<file path="config.mk">
export PLATFORM = sky130hd
export DESIGN_NAME = ecc_error_monitor
export DESIGN_NICKNAME = d
export VERILOG_FILES = /design/src/rtl/ecc_error_monitor.sv
export SDC_FILE = /design/constraint.sdc
export NUM_CORES = 1
export LEC_CHECK = 0
export CORE_MARGIN = 2
export CORE_UTILIZATION = 35
export DETAILED_ROUTE_END_ITERATION = 8
export HOLD_SLACK_MARGIN = 0.03
export PLACE_DENSITY = 0.67
export SYNTH_ARGS = -nofsm -noshare
export SYNTH_HDL_FRONTEND = slang
export SYNTH_SLANG_ARGS = --single-unit
</file>
<file path="constraint.sdc">
create_clock -name clk -period 4.05 [get_ports clk]
set_clock_uncertainty 0.2 [all_clocks]
set_input_delay 0.81 -clock clk [delete_from_list [all_inputs] [get_ports clk]]
set_output_delay 0.81 -clock clk [all_outputs]
set_load 0.01 [all_outputs]
</file>
<file path="src/rtl/ecc_error_monitor.sv">
// rtl/ecc_error_monitor.sv - windowed ECC error statistics and protection-level recommendation
//
// Purpose: counts decoded words in fixed windows and tallies their errors. At each
// window close it steps a LOW/MED/HIGH protection-level recommendation with hysteresis
// and sets a sticky alarm. It also keeps saturating lifetime error totals.
//
// Ports:
//   clk, rst (async, active-high), clear (sync soft clear)
//   sample_valid, error_detected, error_corrected : per-word decode result
//   level[1:0], level_change    : recommendation and one-cycle change pulse
//   window_done, window_err_count : window close pulse and its error count
//   total_errors[31:0], total_uncorrected[15:0] : saturating lifetime totals
//   alarm                        : sticky, raise condition seen while already HIGH
module ecc_error_monitor #(
    parameter int WINDOW_LEN   = 64,
    parameter int CNT_WIDTH    = 7,
    parameter int RAISE_THRESH = 4,
    parameter int LOWER_THRESH = 1,
    parameter int HOLD_WINDOWS = 2
) (
    input  logic                 clk,
    input  logic                 rst,
    input  logic                 clear,
    input  logic                 sample_valid,
    input  logic                 error_detected,
    input  logic                 error_corrected,
    output logic [1:0]           level,
    output logic                 level_change,
    output logic                 window_done,
    output logic [CNT_WIDTH-1:0] window_err_count,
    output logic [31:0]          total_errors,
    output logic [15:0]          total_uncorrected,
    output logic                 alarm
);

    localparam int CALM_W = $clog2(HOLD_WINDOWS + 1);

    localparam logic [CNT_WIDTH-1:0] LAST_SAMPLE = CNT_WIDTH'(WINDOW_LEN - 1);
    localparam logic [CNT_WIDTH-1:0] RAISE_C     = CNT_WIDTH'(RAISE_THRESH);
    localparam logic [CNT_WIDTH-1:0] LOWER_C     = CNT_WIDTH'(LOWER_THRESH);
    localparam logic [CALM_W-1:0]    HOLD_C      = CALM_W'(HOLD_WINDOWS);
    localparam logic [CALM_W-1:0]    HOLD_M1     = CALM_W'(HOLD_WINDOWS - 1);

    typedef enum logic [1:0] {
        LVL_LOW  = 2'd0,
        LVL_MED  = 2'd1,
        LVL_HIGH = 2'd2
    } level_t;

    level_t                 level_q, level_d;
    logic                   level_change_q, level_change_d;
    logic                   window_done_q, window_done_d;
    logic [CNT_WIDTH-1:0]   window_err_count_q, window_err_count_d;
    logic [CNT_WIDTH-1:0]   sample_cnt_q, sample_cnt_d;
    logic [CNT_WIDTH-1:0]   err_acc_q, err_acc_d;
    logic [CALM_W-1:0]      calm_q, calm_d;
    logic [31:0]            tot_err_q, tot_err_d;
    logic [15:0]            tot_unc_q, tot_unc_d;
    logic                   alarm_q, alarm_d;

    logic                   err_bit;
    logic                   unc_bit;
    logic [CNT_WIDTH-1:0]   close_cnt;

    always_comb begin
        level_d            = level_q;
        level_change_d     = 1'b0;
        window_done_d      = 1'b0;
        window_err_count_d = window_err_count_q;
        sample_cnt_d       = sample_cnt_q;
        err_acc_d          = err_acc_q;
        calm_d             = calm_q;
        tot_err_d          = tot_err_q;
        tot_unc_d          = tot_unc_q;
        alarm_d            = alarm_q;

        err_bit   = error_detected;
        unc_bit   = error_detected & ~error_corrected;
        // Count including the current word; this is the closing count C at window close.
        close_cnt = err_acc_q + CNT_WIDTH'(err_bit);

        if (clear) begin
            level_d            = LVL_LOW;
            window_err_count_d = '0;
            sample_cnt_d       = '0;
            err_acc_d          = '0;
            calm_d             = '0;
            tot_err_d          = '0;
            tot_unc_d          = '0;
            alarm_d            = 1'b0;
        end else if (sample_valid) begin
            if (err_bit && (tot_err_q != '1)) tot_err_d = tot_err_q + 32'd1;
            if (unc_bit && (tot_unc_q != '1)) tot_unc_d = tot_unc_q + 16'd1;

            if (sample_cnt_q == LAST_SAMPLE) begin
                sample_cnt_d       = '0;
                err_acc_d          = '0;
                window_err_count_d = close_cnt;
                window_done_d      = 1'b1;

                if (close_cnt >= RAISE_C) begin
                    calm_d = '0;
                    if (level_q != LVL_HIGH) begin
                        level_d        = level_t'(level_q + 2'd1);
                        level_change_d = 1'b1;
                    end else begin
                        alarm_d = 1'b1;
                    end
                end else if (close_cnt <= LOWER_C) begin
                    // calm_q + 1 reaches the hold count; at LOW it parks there.
                    if (calm_q >= HOLD_M1) begin
                        if (level_q != LVL_LOW) begin
                            level_d        = level_t'(level_q - 2'd1);
                            level_change_d = 1'b1;
                            calm_d         = '0;
                        end else begin
                            calm_d = HOLD_C;
                        end
                    end else begin
                        calm_d = calm_q + CALM_W'(1);
                    end
                end else begin
                    calm_d = '0;
                end
            end else begin
                sample_cnt_d = sample_cnt_q + CNT_WIDTH'(1);
                err_acc_d    = close_cnt;
            end
        end
    end

    always_ff @(posedge clk or posedge rst) begin
        if (rst) begin
            level_q            <= LVL_LOW;
            level_change_q     <= 1'b0;
            window_done_q      <= 1'b0;
            window_err_count_q <= '0;
            sample_cnt_q       <= '0;
            err_acc_q          <= '0;
            calm_q             <= '0;
            tot_err_q          <= '0;
            tot_unc_q          <= '0;
            alarm_q            <= 1'b0;
        end else begin
            level_q            <= level_d;
            level_change_q     <= level_change_d;
            window_done_q      <= window_done_d;
            window_err_count_q <= window_err_count_d;
            sample_cnt_q       <= sample_cnt_d;
            err_acc_q          <= err_acc_d;
            calm_q             <= calm_d;
            tot_err_q          <= tot_err_d;
            tot_unc_q          <= tot_unc_d;
            alarm_q            <= alarm_d;
        end
    end

    assign level             = level_q;
    assign level_change      = level_change_q;
    assign window_done       = window_done_q;
    assign window_err_count  = window_err_count_q;
    assign total_errors      = tot_err_q;
    assign total_uncorrected = tot_unc_q;
    assign alarm             = alarm_q;

endmodule

</file>
==> impl_metrics.yaml, run 1 <==
logic_synthesis:
  ys_ff_latch: 76
  syn-cell-area_um2: 4160
  ys_warn_count: 0
  postSynthAreaPerCell_um2: 9.43
  postSynthCellCount: 441
  yosys.area.top_type_share_pct: 45.7
  synthArstFlopShare_pct: 100
  ys_seq_area_share_pct: 45.7
  yosysMostFrequentCell: "dfrtp_1"
  ys_types: 61
  syn_nets: 454
  synth_common_cells: "76 x dfrtp_1, 47 x nor2_1, 38 x nand2_1, 29 x xnor2_1"
  synth_top_area_cell: "dfrtp_1"
  synth_area_leaders: "dfrtp_1 46%, xnor2_1 6.1%, nor2_1 4.2%"
  synth_edf_count: 0
  synth_flop_cell: "dfrtp_1"
job:
  maxCapViolations: 0
drt:
  dr.pass1.iters: 6
  vias_per_cell: 5.56
  detail_route.wl_per_cell_um: 15.4
  vias: 3615
  totalWireLength_um: 9990
  drc: 6
  drtIter0Drc: 162
  final_antenna_net_count: 0
clock_network:
  cts.path.max_buffers: 2
  cts_root_buf: "clkbuf_16"
  numClockSinks: 76
  cts-resized-gates: 0
  cts_buffers: 9
  cts_tree: "done"
  path_clk_slew_ns: 0.06
  post-cts-setup-buffers: 0
  cts_hold_buffers: 0
  htree_levels: 3
  clock_latency_ns: 0.33
worst_setup_path:
  crit_arrival_ns: 3.27
  worstSetupPathType: "input pin to flip-flop"
  worstPathRequired_ns: 4.05
  cp_max_fo: 10
  crit_path_start_kind: "input pin"
  cp-end-kind: "flip-flop"
placed_design:
  gp_congestion: 0.829
  port_buffers: 65
  hpwl_um: 7110
grt:
  gr-usage-all-layers_pct: 16.1
  grt_max_degree: 77
  grt_overflow: 0
  antenna_found_initial: 0
  grt_pass1_vias: 3320
  grt_pass1_wl_um: 16700
die:
  start_util_pct: 36.1
  dieArea_um2: 12800
  rows: 39
  die_y_um: 113
  pin_count: 66
  core_um2: 11500
  die_w_um: 113
sta:
  fmax_mhz: 306
  rsz0062_at_grt: "false"
  finalSetupViolations: 0
  fin_tns_setup_ns: 0
  tightest_slew_ns: 1.15
  finalCriticalPeriod_ns: 3.27
  whs_ns: 0.278
  period_share_pct: 80.6
  hold_violations: 0
  max_slew_margin_pct: 22.1
  slew_viol_final: 0
layout:
  antennaDiodeCount: 0
  nets: 515
  drive_gt1_share_pct: 7.30
  area_growth_pct: 25.6
hold_path:
  hp-class: "flip-flop to flip-flop"
power_and_ir_drop:
  power_frac_seq_pct: 47.8
  p_leak_nw: 2.04
  pwr_density_cell_nw_per_um2: 311
  intPower_mw: 1.23
  clock_power_share_pct: 45.8
  ir_drop_mv: 0.253
  swShare_pct: 24.0
  p_comb_share_pct: 6.5
  power_switching_uw: 391
outcome:
  violations: "design-rule violations"
  status: "finished with violations"
[layout by cell type, fill, tap and decap left out, types with 9 or more instances in the layout]
| master | n |
|---|---|
| nand4_1 | 19 |
| clkbuf_16 | 9 |
| a21oi_1 | 23 |
| o31ai_1 | 13 |
| nand2_1 | 38 |
| inv_1 | 9 |
| o21ai_0 | 23 |
| nor3_1 | 9 |
| nor2_1 | 47 |
| nand3_1 | 23 |
| dfrtp_1 | 76 |
| or3_1 | 11 |
| xnor2_1 | 29 |
| clkdlybuf4s50_1 | 64 |
[cell type report]
cell class / instances / area, µm²
Fill cell: 1109 / 6290
Inverter: 11 / 41.3
Multi-Input combinational cell: 335 / 2130
Sequential cell: 76 / 1900
Timing Repair Buffer: 69 / 688
Clock buffer: 10 / 239
Tap cell: 143 / 179
Clock inverter: 6 / 40.0
[final timing paths]
| check | startpoint | cells past startpoint | slack, ns | to |
|---|---|---|---|---|
| min | window_err_count[4] | 2 | 0.28 | window_err_count[4] |
| max | error_detected | 8 | 0.78 | level[1] |
| max reg2reg | total_errors[2] | 5 | 1.36 | total_errors[9] |
| max in group asynchronous | rst | 3 | 2.63 | total_errors[2] |
| min in group asynchronous | rst | 3 | 0.67 | total_uncorrected[4] |
| min reg2reg | window_err_count[4] | 2 | 0.28 | window_err_count[4] |
[flip-flops by register name (all words and copies together), names as in the netlist]
signal and cells:
total_errors 32, total_uncorrected 16, err_acc_q 7, sample_cnt_q 7, window_err_count 7, calm_q 2
level 2, alarm 1, level_change 1, window_done 1
[critical path, cell delays in order]
cell             delay, ns
clkdlybuf4s50_1       0.56
ha_1                  0.22
ha_1                  0.29
xnor2_1               0.16
nand4_1               0.16
a2111oi_4             0.63
a2111oi_0             0.21
nand4b_1              0.22
[per-stage QoR]
step / util (%) / instances / worst slack, ns / total power, mW / instance area [µm²]
final: 45.4 / 650 / 0.784 / 1.63 / 5220
after global placement: 42.9 / 634 / 0.581 / 0.893 / 4940
after global routing: 45.4 / 650 / 0.622 / 1.70 / 5220
after detailed placement: 42.9 / 634 / 0.452 / 0.897 / 4940
after CTS: 45.4 / 650 / 0.809 / 1.65 / 5220
after floorplan: - / 441 / 1.10 / 0.861 / 4160
[power groups by stage]
stage | sequential [mW] | clock (mW) | combinational, mW
2_1_floorplan | 0.789 | 0 | 0.0718
3_3_place_gp | 0.790 | 0 | 0.104
3_5_place_dp | 0.790 | 0 | 0.107
4_1_cts | 0.776 | 0.768 | 0.108
5_1_grt | 0.777 | 0.797 | 0.121
6_report | 0.776 | 0.744 | 0.105
[cell families (layout without fill, tap and decap cells)]
| logic type | count (synthesis) | in the layout | share of synthesized area (%) |
|---|---|---|---|
| compound gates | 92 | 92 | 15.1 |
| xor+xnor | 35 | 35 | 7.37 |
| fa+ha+maj | 7 | 7 | 2.11 |
| buf+inv | 30 | 96 | 2.92 |
| flops | 76 | 76 | 45.7 |
| mux | 5 | 5 | 1.26 |
| simple gates | 196 | 196 | 25.5 |
[metal layers]
metal  wire, µm  global-route usage, %  up-vias
met5          0                      0        -
met4        123                   5.12        0
met3        401                   3.75        9
met2       4920                   26.7       63
met1       4550                   21.0     1794
li1           -                      -     1749
Power figures use the tool's default switching activity.
==> run 2: changes to the inputs <==
clock period = 3.3 ns   (was 4.05 ns; I/O delays follow)
==> impl_metrics.yaml, run 2 (synthesized netlist as in run 1, its figures left out) <==
sta:
  slew_viol_final: 0
  tightest_slew_ns: 1.13
  worst_slack_ns: 0.390
  fmax_mhz: 344
  whs_ns: 0.278
  finalSetupViolations: 0
  fin_tns_setup_ns: 0
  max_slew_margin_pct: 23.7
  finalCriticalPeriod_ns: 2.91
  rsz0062_at_grt: "false"
  period_share_pct: 88.2
  hold_violations: 0
die:
  pin_count: 66
  die_w_um: 113
  die_y_um: 113
  start_util_pct: 36.1
  rows: 39
  core_um2: 11500
  dieArea_um2: 12800
layout:
  final_area_um2: 5290
  largest_reg_flops: 32
  area_growth_pct: 27.1
  final_cell_mix: "76 x dfrtp_1, 64 x clkdlybuf4s50_1, 47 x nor2_1, 38 x nand2_1, 29 x xnor2_1"
  nets: 520
  fin_util_pct: 45.9
  antennaDiodeCount: 0
  finalNonFillerCells: 655
  drive_gt1_share_pct: 8.01
  final_common_cell: "dfrtp_1"
clock_network:
  path_clk_slew_ns: 0.06
  cts_buffers: 9
  clock_latency_ns: 0.34
  cts.path.max_buffers: 2
  post-cts-setup-buffers: 0
  cts_tree: "done"
  cts-resized-gates: 0
  cts_hold_buffers: 0
  cts_root_buf: "clkbuf_16"
  numClockSinks: 76
  htree_levels: 3
drt:
  vias_per_cell: 5.58
  detail_route.wl_per_cell_um: 15.3
  dr.pass1.iters: 6
  drtIter0Drc: 183
  final_antenna_net_count: 0
  totalWireLength_um: 10000
  drc: 6
  vias: 3658
placed_design:
  place_area_um2: 4980
  hpwl_um: 7120
  port_buffers: 65
  preCtsSetupSlack_ns: 0.0494
  gp_congestion: 0.862
  place_inst: 639
worst_setup_path:
  reg2regPathDepth: 5
  startpoint: "error_detected"
  cp_max_fo: 10
  rrSetupSlack_ns: 0.52
  rr_endpoint: "total_errors[9]"
  regToRegStartpoint: "total_errors[2]"
  cp-end-kind: "flip-flop"
  setup.worst_path.end: "level[1]"
  crit_path_start_kind: "input pin"
  worstSetupPathType: "input pin to flip-flop"
  crit_arrival_ns: 2.99
  worstPathRequired_ns: 3.38
power_and_ir_drop:
  swShare_pct: 22.7
  pwr_density_cell_nw_per_um2: 395
  clock_power_share_pct: 48.1
  power_switching_uw: 474
  power_mw: 2.09
  p_leak_nw: 2.08
  intPower_mw: 1.61
  power_frac_seq_pct: 45.7
  ir_drop_mv: 0.251
  p_comb_share_pct: 6.3
hold_path:
  hp-class: "flip-flop to flip-flop"
grt:
  grt_pass1_vias: 3500
  grt_max_degree: 77
  grt_overflow: 0
  gr-usage-all-layers_pct: 16.7
  grt_pass1_wl_um: 17000
  antenna_found_initial: 0
job:
  maxCapViolations: 0
outcome:
  status: "finished with violations"
  violations: "design-rule violations"
-- run 2: worst max-delay path, stage by stage --
cell and delay [ns]:
clkdlybuf4s50_1 0.56, ha_1 0.22, ha_1 0.30, nand3_1 0.18, xnor2_1 0.28, a2111oi_4 0.07, buf_4 0.19, or3_2 0.45
nand4b_1 0.09
-- run 2: power groups by stage --
| stage | clock (mW) | combinational (mW) | sequential [mW] |
|---|---|---|---|
| 2_1_floorplan | 0 | 0.0881 | 0.969 |
| 3_3_place_gp | 0 | 0.129 | 0.969 |
| 6_report | 1.00 | 0.131 | 0.953 |
| 3_5_place_dp | 0 | 0.133 | 0.970 |
| 4_1_cts | 1.03 | 0.134 | 0.953 |
| 5_1_grt | 1.07 | 0.149 | 0.953 |
-- run 2: routing by layer --
layer	vias up	global-route usage (%)	wire length, µm	share of wire (%)
met1	1812	21.0	4530	45
met2	86	26.8	4750	47
met4	0	6.91	160	1.6
li1	1749	-	-	-
met5	-	0	0	0
met3	11	5.03	597	5.9
-- run 2: worst min path at each step --
stage	end	cells after the start	startpoint	slack, ns
2_1_floorplan	err_acc_q[0]	1	err_acc_q[0]	0.28
3_3_place_gp	window_err_count[5]	2	window_err_count[5]	0.27
3_5_place_dp	alarm	2	alarm	0.27
4_1_cts	window_err_count[5]	2	window_err_count[5]	0.29
5_1_grt	window_err_count[6]	2	window_err_count[6]	0.32
6_report	window_err_count[5]	2	window_err_count[5]	0.28
-- run 2: layout make-up --
cell class              instances  area, µm²
inverters                      11       41.3
repair buffers                 74        726
clock buffers                  12        256
flip-flops and latches         76       1900
multi-input cells             335       2130
well taps                     143        179
clock inverters                 4       47.5
fillers                      1137       6230
